[src/rtl/loop_ctrl_fsm.sv]
// Counted-loop controller: for (i = 0; i < bound; i += step) with an II-spaced
// issue strobe, LAT-cycle body drain after the final issue, then a done pulse.
module loop_ctrl_fsm #(
  parameter int WIDTH = 4,
  parameter int II    = 1,
  parameter int LAT   = 2
) (
  input  logic             clk,
  input  logic             rst_n,
  input  logic             start,
  input  logic [WIDTH-1:0] bound,
  input  logic [WIDTH-1:0] step,
  input  logic             stall,
  output logic             busy,
  output logic             iter_valid,
  output logic [WIDTH-1:0] iter_idx,
  output logic             iter_last,
  output logic             done
);

  localparam int IIW   = (II > 1) ? $clog2(II) : 1;
  localparam int DLAST = (LAT > 0) ? LAT - 1 : 0;
  localparam int DW    = (DLAST > 0) ? $clog2(DLAST + 1) : 1;

  typedef enum logic [2:0] {IDLE, INIT, RUN, DRAIN, DONE} state_t;

  state_t           state, state_nxt;
  logic [WIDTH-1:0] i_q, i_nxt;
  logic [WIDTH-1:0] bound_q, bound_nxt;
  logic [WIDTH-1:0] step_q, step_nxt;
  logic [IIW-1:0]   ii_q, ii_nxt;
  logic [DW-1:0]    dc_q, dc_nxt;
  logic [WIDTH:0]   sum;
  logic             last;
  logic             issue;

  // One extra bit so an index overflow counts as "past the bound", never a wrap.
  assign sum   = {1'b0, i_q} + {1'b0, step_q};
  assign last  = (sum >= {1'b0, bound_q});
  assign issue = (state == RUN) && (ii_q == '0) && !stall;

  assign busy       = (state != IDLE);
  assign iter_valid = issue;
  assign iter_idx   = issue ? i_q : '0;
  assign iter_last  = issue && last;
  assign done       = (state == DONE);

  always_ff @(posedge clk or negedge rst_n) begin
    if (!rst_n) begin
      state   <= IDLE;
      i_q     <= '0;
      bound_q <= '0;
      step_q  <= '0;
      ii_q    <= '0;
      dc_q    <= '0;
    end else begin
      state   <= state_nxt;
      i_q     <= i_nxt;
      bound_q <= bound_nxt;
      step_q  <= step_nxt;
      ii_q    <= ii_nxt;
      dc_q    <= dc_nxt;
    end
  end

  always_comb begin
    state_nxt = state;
    i_nxt     = i_q;
    bound_nxt = bound_q;
    step_nxt  = step_q;
    ii_nxt    = ii_q;
    dc_nxt    = dc_q;
    case (state)
      IDLE: begin
        if (start) begin
          bound_nxt = bound;
          step_nxt  = (step == '0) ? WIDTH'(1) : step;
          state_nxt = INIT;
        end
      end
      INIT: begin
        i_nxt     = '0;
        ii_nxt    = '0;
        dc_nxt    = '0;
        state_nxt = (bound_q == '0) ? DONE : RUN;
      end
      RUN: begin
        if (!stall) begin
          if (ii_q == '0) begin
            if (last) begin
              // Trailing II-1 slots are skipped; drain starts right away.
              state_nxt = (LAT > 0) ? DRAIN : DONE;
            end else begin
              i_nxt  = sum[WIDTH-1:0];
              ii_nxt = IIW'((II > 1) ? 1 : 0);
            end
          end else begin
            ii_nxt = (ii_q == IIW'(II - 1)) ? '0 : ii_q + IIW'(1);
          end
        end
      end
      DRAIN: begin
        if (!stall) begin
          if (dc_q == DW'(DLAST)) state_nxt = DONE;
          else                    dc_nxt    = dc_q + DW'(1);
        end
      end
      DONE:    state_nxt = IDLE;
      default: state_nxt = IDLE;
    endcase
  end

endmodule

[config.mk]
export PLATFORM = sky130hd
export DESIGN_NAME = loop_ctrl_fsm
export DESIGN_NICKNAME = d
export VERILOG_FILES = /design/src/rtl/loop_ctrl_fsm.sv
export SDC_FILE = /design/constraint.sdc
export NUM_CORES = 1
export LEC_CHECK = 0
export CORE_MARGIN = 2
export CORE_UTILIZATION = 40
export DETAILED_ROUTE_END_ITERATION = 8
export PLACE_DENSITY = 0.74
export SLEW_MARGIN = 15
export SYNTH_ARGS = -nofsm -noshare
export SYNTH_HDL_FRONTEND = slang
export SYNTH_SLANG_ARGS = --single-unit
[constraint.sdc]
create_clock -name clk -period 2.8 [get_ports clk]
set_clock_uncertainty 0.1 [all_clocks]
set_input_delay 0.56 -clock clk [delete_from_list [all_inputs] [get_ports clk]]
set_output_delay 0.56 -clock clk [all_outputs]
set_load 0.02 [all_outputs]
==> results of run 1 <==
==> cells by family after synthesis <==
family / after synthesis / share of synthesized area [%]
and+or+nand+nor: 33 / 19.9
AOI/OAI and AO/OA: 17 / 12.6
DFF: 16 / 40.6
xor gates and xnor gates: 2 / 1.78
adders and majority gates: 9 / 12.2
muxes: 7 / 8.50
buffers and inverters: 11 / 4.44
==> repair_timing <==
action | in CTS | in global routing
pin swaps | 5 | 5
cloned | 0 | 0
buffers inserted | 2 | 1
setup endpoints to repair | 2 | 4
gates resized for setup | 17 | 3
==> sequential cells by signal (all words and copies together) (netlist names) <==
name	cells
state	3
dc_q	1
i_q	4
step_q	4
bound_q	4
==> worst reg2reg max path, delay by kind of cell (launching register included) <==
family                   cells  cell delay, ns
adder cells (fa/ha/maj)      3            0.98
multiplexers                 1            0.33
flip-flops                   1            0.37
AO/OA/AOI/OAI                2            0.32
buffers and inverters        3            0.23
==> cells in the final DEF, fill, tap and decap left out, types with 2 or more instances in the layout <==
| cell type | n |
|---|---|
| ha_1 | 6 |
| inv_1 | 7 |
| dfrtp_1 | 16 |
| inv_2 | 2 |
| a21oi_1 | 2 |
| buf_4 | 17 |
| mux2i_1 | 2 |
| nand2_1 | 6 |
| mux2_2 | 3 |
| clkbuf_4 | 3 |
| dlymetal6s2s_1 | 3 |
| mux2_4 | 2 |
| nand2b_1 | 3 |
| o21ai_0 | 4 |
| clkdlybuf4s50_1 | 13 |
| dlygate4sd2_1 | 2 |
| and2_1 | 7 |
| nor2_1 | 6 |
==> area by class of cell <==
type	count	area (um^2)	area share [%]
Clock buffer	4	36.3	2.58
Inverter	9	33.8	2.40
Multi-Input combinational cell	68	576	41.0
Timing Repair Buffer	36	324	23.1
Sequential cell	16	400	28.5
Tap cell	28	35.0	2.49
==> metal layers <==
metal	GRT usage [%]	up-vias
met2	28.2	14
met5	0	-
li1	-	405
met1	19.6	371
met3	1.67	2
met4	8.97	0
==> where the power goes <==
group / leakage (nW) / total (mW) / internal (mW) / switching (mW)
logic: 0.489 / 1.19 / 0.680 / 0.508
registers: 0.198 / 0.431 / 0.335 / 0.0957
clock network: 0.0210 / 0.151 / 0.0790 / 0.0717
total: 0.709 / 1.77 / 1.09 / 0.676
==> metrics by stage <==
| step | total power [mW] | instance area [um^2] | setup TNS, ns |
|---|---|---|---|
| 3_3_place_gp | 1.44 | 1310 | -0.352 |
| 6_report | 1.77 | 1410 | -0.190 |
| 5_1_grt | 1.93 | 1410 | -0.308 |
| 3_5_place_dp | 1.48 | 1310 | -0.424 |
| 4_1_cts | 1.79 | 1390 | -0.256 |
| 2_1_floorplan | 1.02 | 986 | 0 |
==> worst paths after layout <==
check,startpoint,end,slack [ns],cells after the start
setup / recovery,i_q[0],iter_last,-0.19,9
hold / removal,step_q[2],step_q[2],0.44,1
setup reg to reg,i_q[0],i_q[3],0.37,9
hold reg to reg,step_q[2],step_q[2],0.44,1
max in group asynchronous,rst_n,i_q[1],1.56,1
min in group asynchronous,rst_n,bound_q[1],0.60,1
==> impl_metrics.py, run 1 <==
metrics = {
    "outcome": {
        "status": "complete, but fails checks",
        "violations": "setup timing",
    },
    "placement": {
        "place_hpwl_um": 1570,
        "placed_cells": 154,
        "dp_slack_ns": -0.424,
        "port_buffers": 19,
        "place_congestion": 0.795,
    },
    "setup_path": {
        "worst-path-buf-inv": 3,
        "startpoint_type": "register",
        "crit_top_cell": "inv_2",
        "crit_type": "reg2out",
        "cp_top_family": "adder cells",
        "crit_path_end_kind": "output port",
        "slowest_stage": "fa_2",
        "crit_fanout": 2,
        "cpPeakStageDelay_ns": 0.54,
        "worst_ep_arrival_time_ns": 2.33,
        "crit_chain": "ha_2, inv_2, fa_2, inv_2, ha_4, a211oi_2, o211ai_1, and2_1, buf_6",
        "crit_required_ns": 2.14,
    },
    "timing": {
        "setup_viol": 1,
        "finalCritPeriodShare_pct": 107,
        "slew_viol_final": 0,
        "period_minus_slack_ns": 2.99,
        "final.setup.worst_slack_ns": -0.190,
        "rsz0062_at_grt": "true",
        "hold_viol_final": 0,
        "worst_pin_slew_ns": 0.708,
        "slew_headroom_pct": 52.7,
        "whs_ns": 0.436,
        "fmax_ghz": 0.334,
    },
    "routing": {
        "postRouteAntennaNets": 0,
        "wl_met2_um": 961,
        "routed_wl_um": 1920,
        "met1Wirelength_um": 871,
        "drt-initial-drc-count": 5,
        "wl_met3_um": 63,
        "drc_errors": 0,
        "drt-vias-per-instance": 4.92,
        "wl_per_cell_um": 11.9,
        "dr.pass1.iters": 4,
        "vias": 792,
        "top_layer": "met4",
    },
    "hold_path": {
        "hold_class": "reg2reg",
    },
    "clock_tree": {
        "numCtsBuffers": 3,
        "cts_tree": "built",
        "cts_max_level": 1,
        "cts_hold_buffers": 0,
        "clock_sinks": 16,
        "cts_root_buf": "clkbuf_4",
        "cts.reportedPaths.clkPinSlew_ns": 0.09,
        "clock_latency_ns": 0.28,
        "cts_max_path_buffers": 2,
    },
    "floorplanning": {
        "num_rows": 17,
        "die_x_um": 53.6,
        "coreArea_mm2": 0.00228,
        "die_area_mm2": 0.00288,
        "io_pins": 20,
        "start_util_pct": 43.3,
        "die_h_um": 53.6,
    },
    "finish": {
        "post-route-util_pct": 61.7,
        "diodes": 0,
        "nFillCells": 192,
        "fin_cells": 161,
        "final_nets": 155,
        "drive_gt1_share_pct": 30.1,
        "areaGrowthSynthToFinish_pct": 42.5,
    },
    "yosys": {
        "netlist.area_leader.share_pct": 40.6,
        "yosysUniqueCellTypes": 35,
        "ys_seq_elements": 16,
        "netlist_instances": 95,
        "yosysTopAreaCell": "dfrtp_1",
        "synthTopCellsByCount": "16 x dfrtp_1, 9 x inv_1, 8 x ha_1",
        "synth_flop_cell": "dfrtp_1",
        "syn_nets": 116,
        "ys_async_sr_fraction_pct": 100,
        "yosysMostFrequentCell": "dfrtp_1",
        "synth_area_per_cell_um2": 10.4,
        "yosysSeqAreaShare_pct": 40.6,
        "synth-edff-count": 0,
        "syn_area_um2": 986,
        "ys_warn_count": 0,
        "ys_top_cells_by_area": "dfrtp_1 41%, ha_1 10%, and2_1 4.4%",
    },
    "power_and_ir_drop": {
        "vdd_drop_max_uv": 705,
        "p_leak_nw": 0.709,
        "p_per_area_mw_per_mm2": 1260,
    },
    "grt": {
        "antenna_found_initial": 0,
        "grt_pass1_wl_um": 3270,
        "grt_overflow_total": 0,
        "grt_pass1_vias": 794,
        "grtUsageTotal_pct": 16.2,
        "grt_max_degree": 17,
    },
    "job": {
        "drv_cap": 0,
    },
}
Power figures use the tool's default switching activity.
==> inputs of run 2 (changes only) <==
--- a/config.mk
+++ b/config.mk
@@ -8,6 +8,7 @@
 export CORE_MARGIN = 2
 export CORE_UTILIZATION = 40
 export DETAILED_ROUTE_END_ITERATION = 8
+export GPL_ROUTABILITY_DRIVEN = 0
 export PLACE_DENSITY = 0.74
 export SLEW_MARGIN = 15
 export SYNTH_ARGS = -nofsm -noshare
==> results of run 2 <==
Same layout as run 1: the final DEF is identical, and so are final timing and power.
==> variant: new RTL, flow settings as in run 2 <==
Make the reset (`rst_n`) synchronous in one clocked block.
--- a/src/rtl/loop_ctrl_fsm.sv
+++ b/src/rtl/loop_ctrl_fsm.sv
@@ -46,5 +46,5 @@
   assign done       = (state == DONE);
 
-  always_ff @(posedge clk or negedge rst_n) begin
+  always_ff @(posedge clk) begin
     if (!rst_n) begin
       state   <= IDLE;
Function: differs if rst_n is asserted again (counterexample within 4 cycles, from zero or initial values and one cycle with rst_n low); with rst_n held inactive, the same outputs for 10 cycles.
==> variant against run 2 <==
- the run still ends with setup timing left
- routed wire length increased by 11%
- cell area down 2.3%
- via count is 9.8% higher
- fmax grew 4.2%
- count of clock-buffer cells in the layout is 1 lower
- area after synthesis up 3.7%
- setup slack better by 0.12 ns
- sequential cell count is the same
- critical endpoint unchanged
- largest cell class unchanged
Power is not compared: it rests on default switching activity, and its combinational part moved more than twofold at a synthesized area within 25%.
==> variant: results (changes against run 2) <==
[global_route]
grt_pass1_vias=829  ; +4.4%
antenna_found_initial=0  ; unchanged
grt_pass1_wl_um=3456  ; +5.7%
grtUsageTotal=0.1637  ; +0.001382
grt_start_max_net_pins=14  ; -3

[critical_path]
cp_max_fo=2  ; unchanged
cp.arrival_ns=2.21  ; -0.12 ns
slowest_delay_ns=0.53
critPathSlowestCell=fa_2
crit_family=adder cells

[min_path]
hold_class=flip-flop to flip-flop

[routing]
ant_nets=0  ; unchanged
drtPass1Iterations=4  ; unchanged
vias=870  ; +9.8%
drt_iter0_drc=16  ; +11
wirelength_um=2137  ; +11%

[clock_tree]
cts_buffers=3  ; unchanged
clockBufferDepth=2  ; unchanged
clk_pin_slew_ns=0.09  ; about the same
cts_root_buffer=clkbuf_4
cts_max_level=1  ; unchanged
insertion_delay_ns=0.28  ; about the same

[logic_synthesis]
synth_seq_area_share=0.3133  ; -0.09275
synthArstFlopShare=0  ; -1.000
netlist_top_cells_count=nand2_1, dfxtp_1, inv_1
synthTopCellsByArea=dfxtp_1, ha_1, nand2_1
synth_xor_xnor_area_share=0.01714  ; -0.0006306
syn_nets=140  ; +21%
synth_adder_area_share=0.1175  ; -0.004324
synth_cell_types=36  ; +2.9%
synth_compound_area_frac=0.1701  ; +0.04450
muxShareOfSynthArea=0.05018  ; -0.03484

[timing]
finalWorstSetupSlack_ns=-0.06837  ; +0.1217 ns
slew_headroom=0.7833  ; +0.2566
setup_viol=1  ; unchanged

[placement]
place_ws_ns=-0.3752  ; +0.04872 ns
port_buffers=19  ; unchanged
hpwl_um=1666  ; +5.9%

[outcome]
violations=setup timing
outcome=finished, violations left

[cells_and_area]
nets=171  ; +10%
drive_above_1_share=0.2365  ; -0.06427
reg_top3=bound_q: 4 flops, i_q: 4 flops, step_q: 4 flops
antennaDiodeCount=0  ; unchanged

[power]
leakagePower_nw=0.5973

## variant: worst paths after layout
kind                                start        end  slack, ns  depth (start not counted)
worst min-delay path                 dc_q       dc_q       0.38                          1
worst min register to register       dc_q       dc_q       0.38                          1
worst max-delay path            step_q[0]  iter_last      -0.07                          9
worst max register to register  step_q[0]     i_q[0]       0.55                          9
## variant: repair_timing
| item | CTS | global route |
|---|---|---|
| setup endpoints to repair | 5 | 1 |
| setup buffers | 1 | 0 |
| resized for setup | 22 | 1 |
| pin swaps | 6 | 1 |
## variant: cells by family after synthesis
kind of cell	count (synthesis)
AND/OR/NAND/NOR	52
AO/OA/AOI/OAI	21
flip-flops	16
buffers and inverters	14
adder cells (fa/ha/maj)	9
multiplexers	5
XOR/XNOR	2
## variant: metrics by stage
stage / area (um2) / hold slack (ns) / TNS (ns) / instances
after floorplan: 1022 / 0.3410 / 0 / 119
after global placement: 1300 / 0.3580 / -0.2899 / 174
after detailed placement: 1300 / 0.3601 / -0.5688 / 174
after CTS: 1369 / 0.3846 / -0.09932 / 178
after global routing: 1373 / 0.3997 / -0.1634 / 178
final: 1373 / 0.3768 / -0.06837 / 178
## variant: power by group
| part | switching, W | leakage, nW | internal, W |
|---|---|---|---|
| Combinational | 0.000230 | 0.452 | 0.000237 |
| Sequential | 0.0000601 | 0.132 | 0.000276 |
| Clock | 0.0000717 | 0.0138 | 0.0000499 |
## variant: cell type report
cell class,instances,area [um2]
Sequential cell,16,322.8
Clock buffer,3,22.52
Tap cell,30,37.54
Timing Repair Buffer,30,269.0
Multi-Input combinational cell,89,683.2
Fill cell,227,1082
Inverter,10,37.54
## variant: layer usage
layer | share of wire | up-vias | track usage
li1 | - | 466 | -
met1 | 0.47 | 384 | 0.2030
met2 | 0.49 | 18 | 0.2831
met3 | 0.033 | 2 | 0.03279
met4 | 0.0066 | 0 | 0.05000
met5 | 0 | - | 0
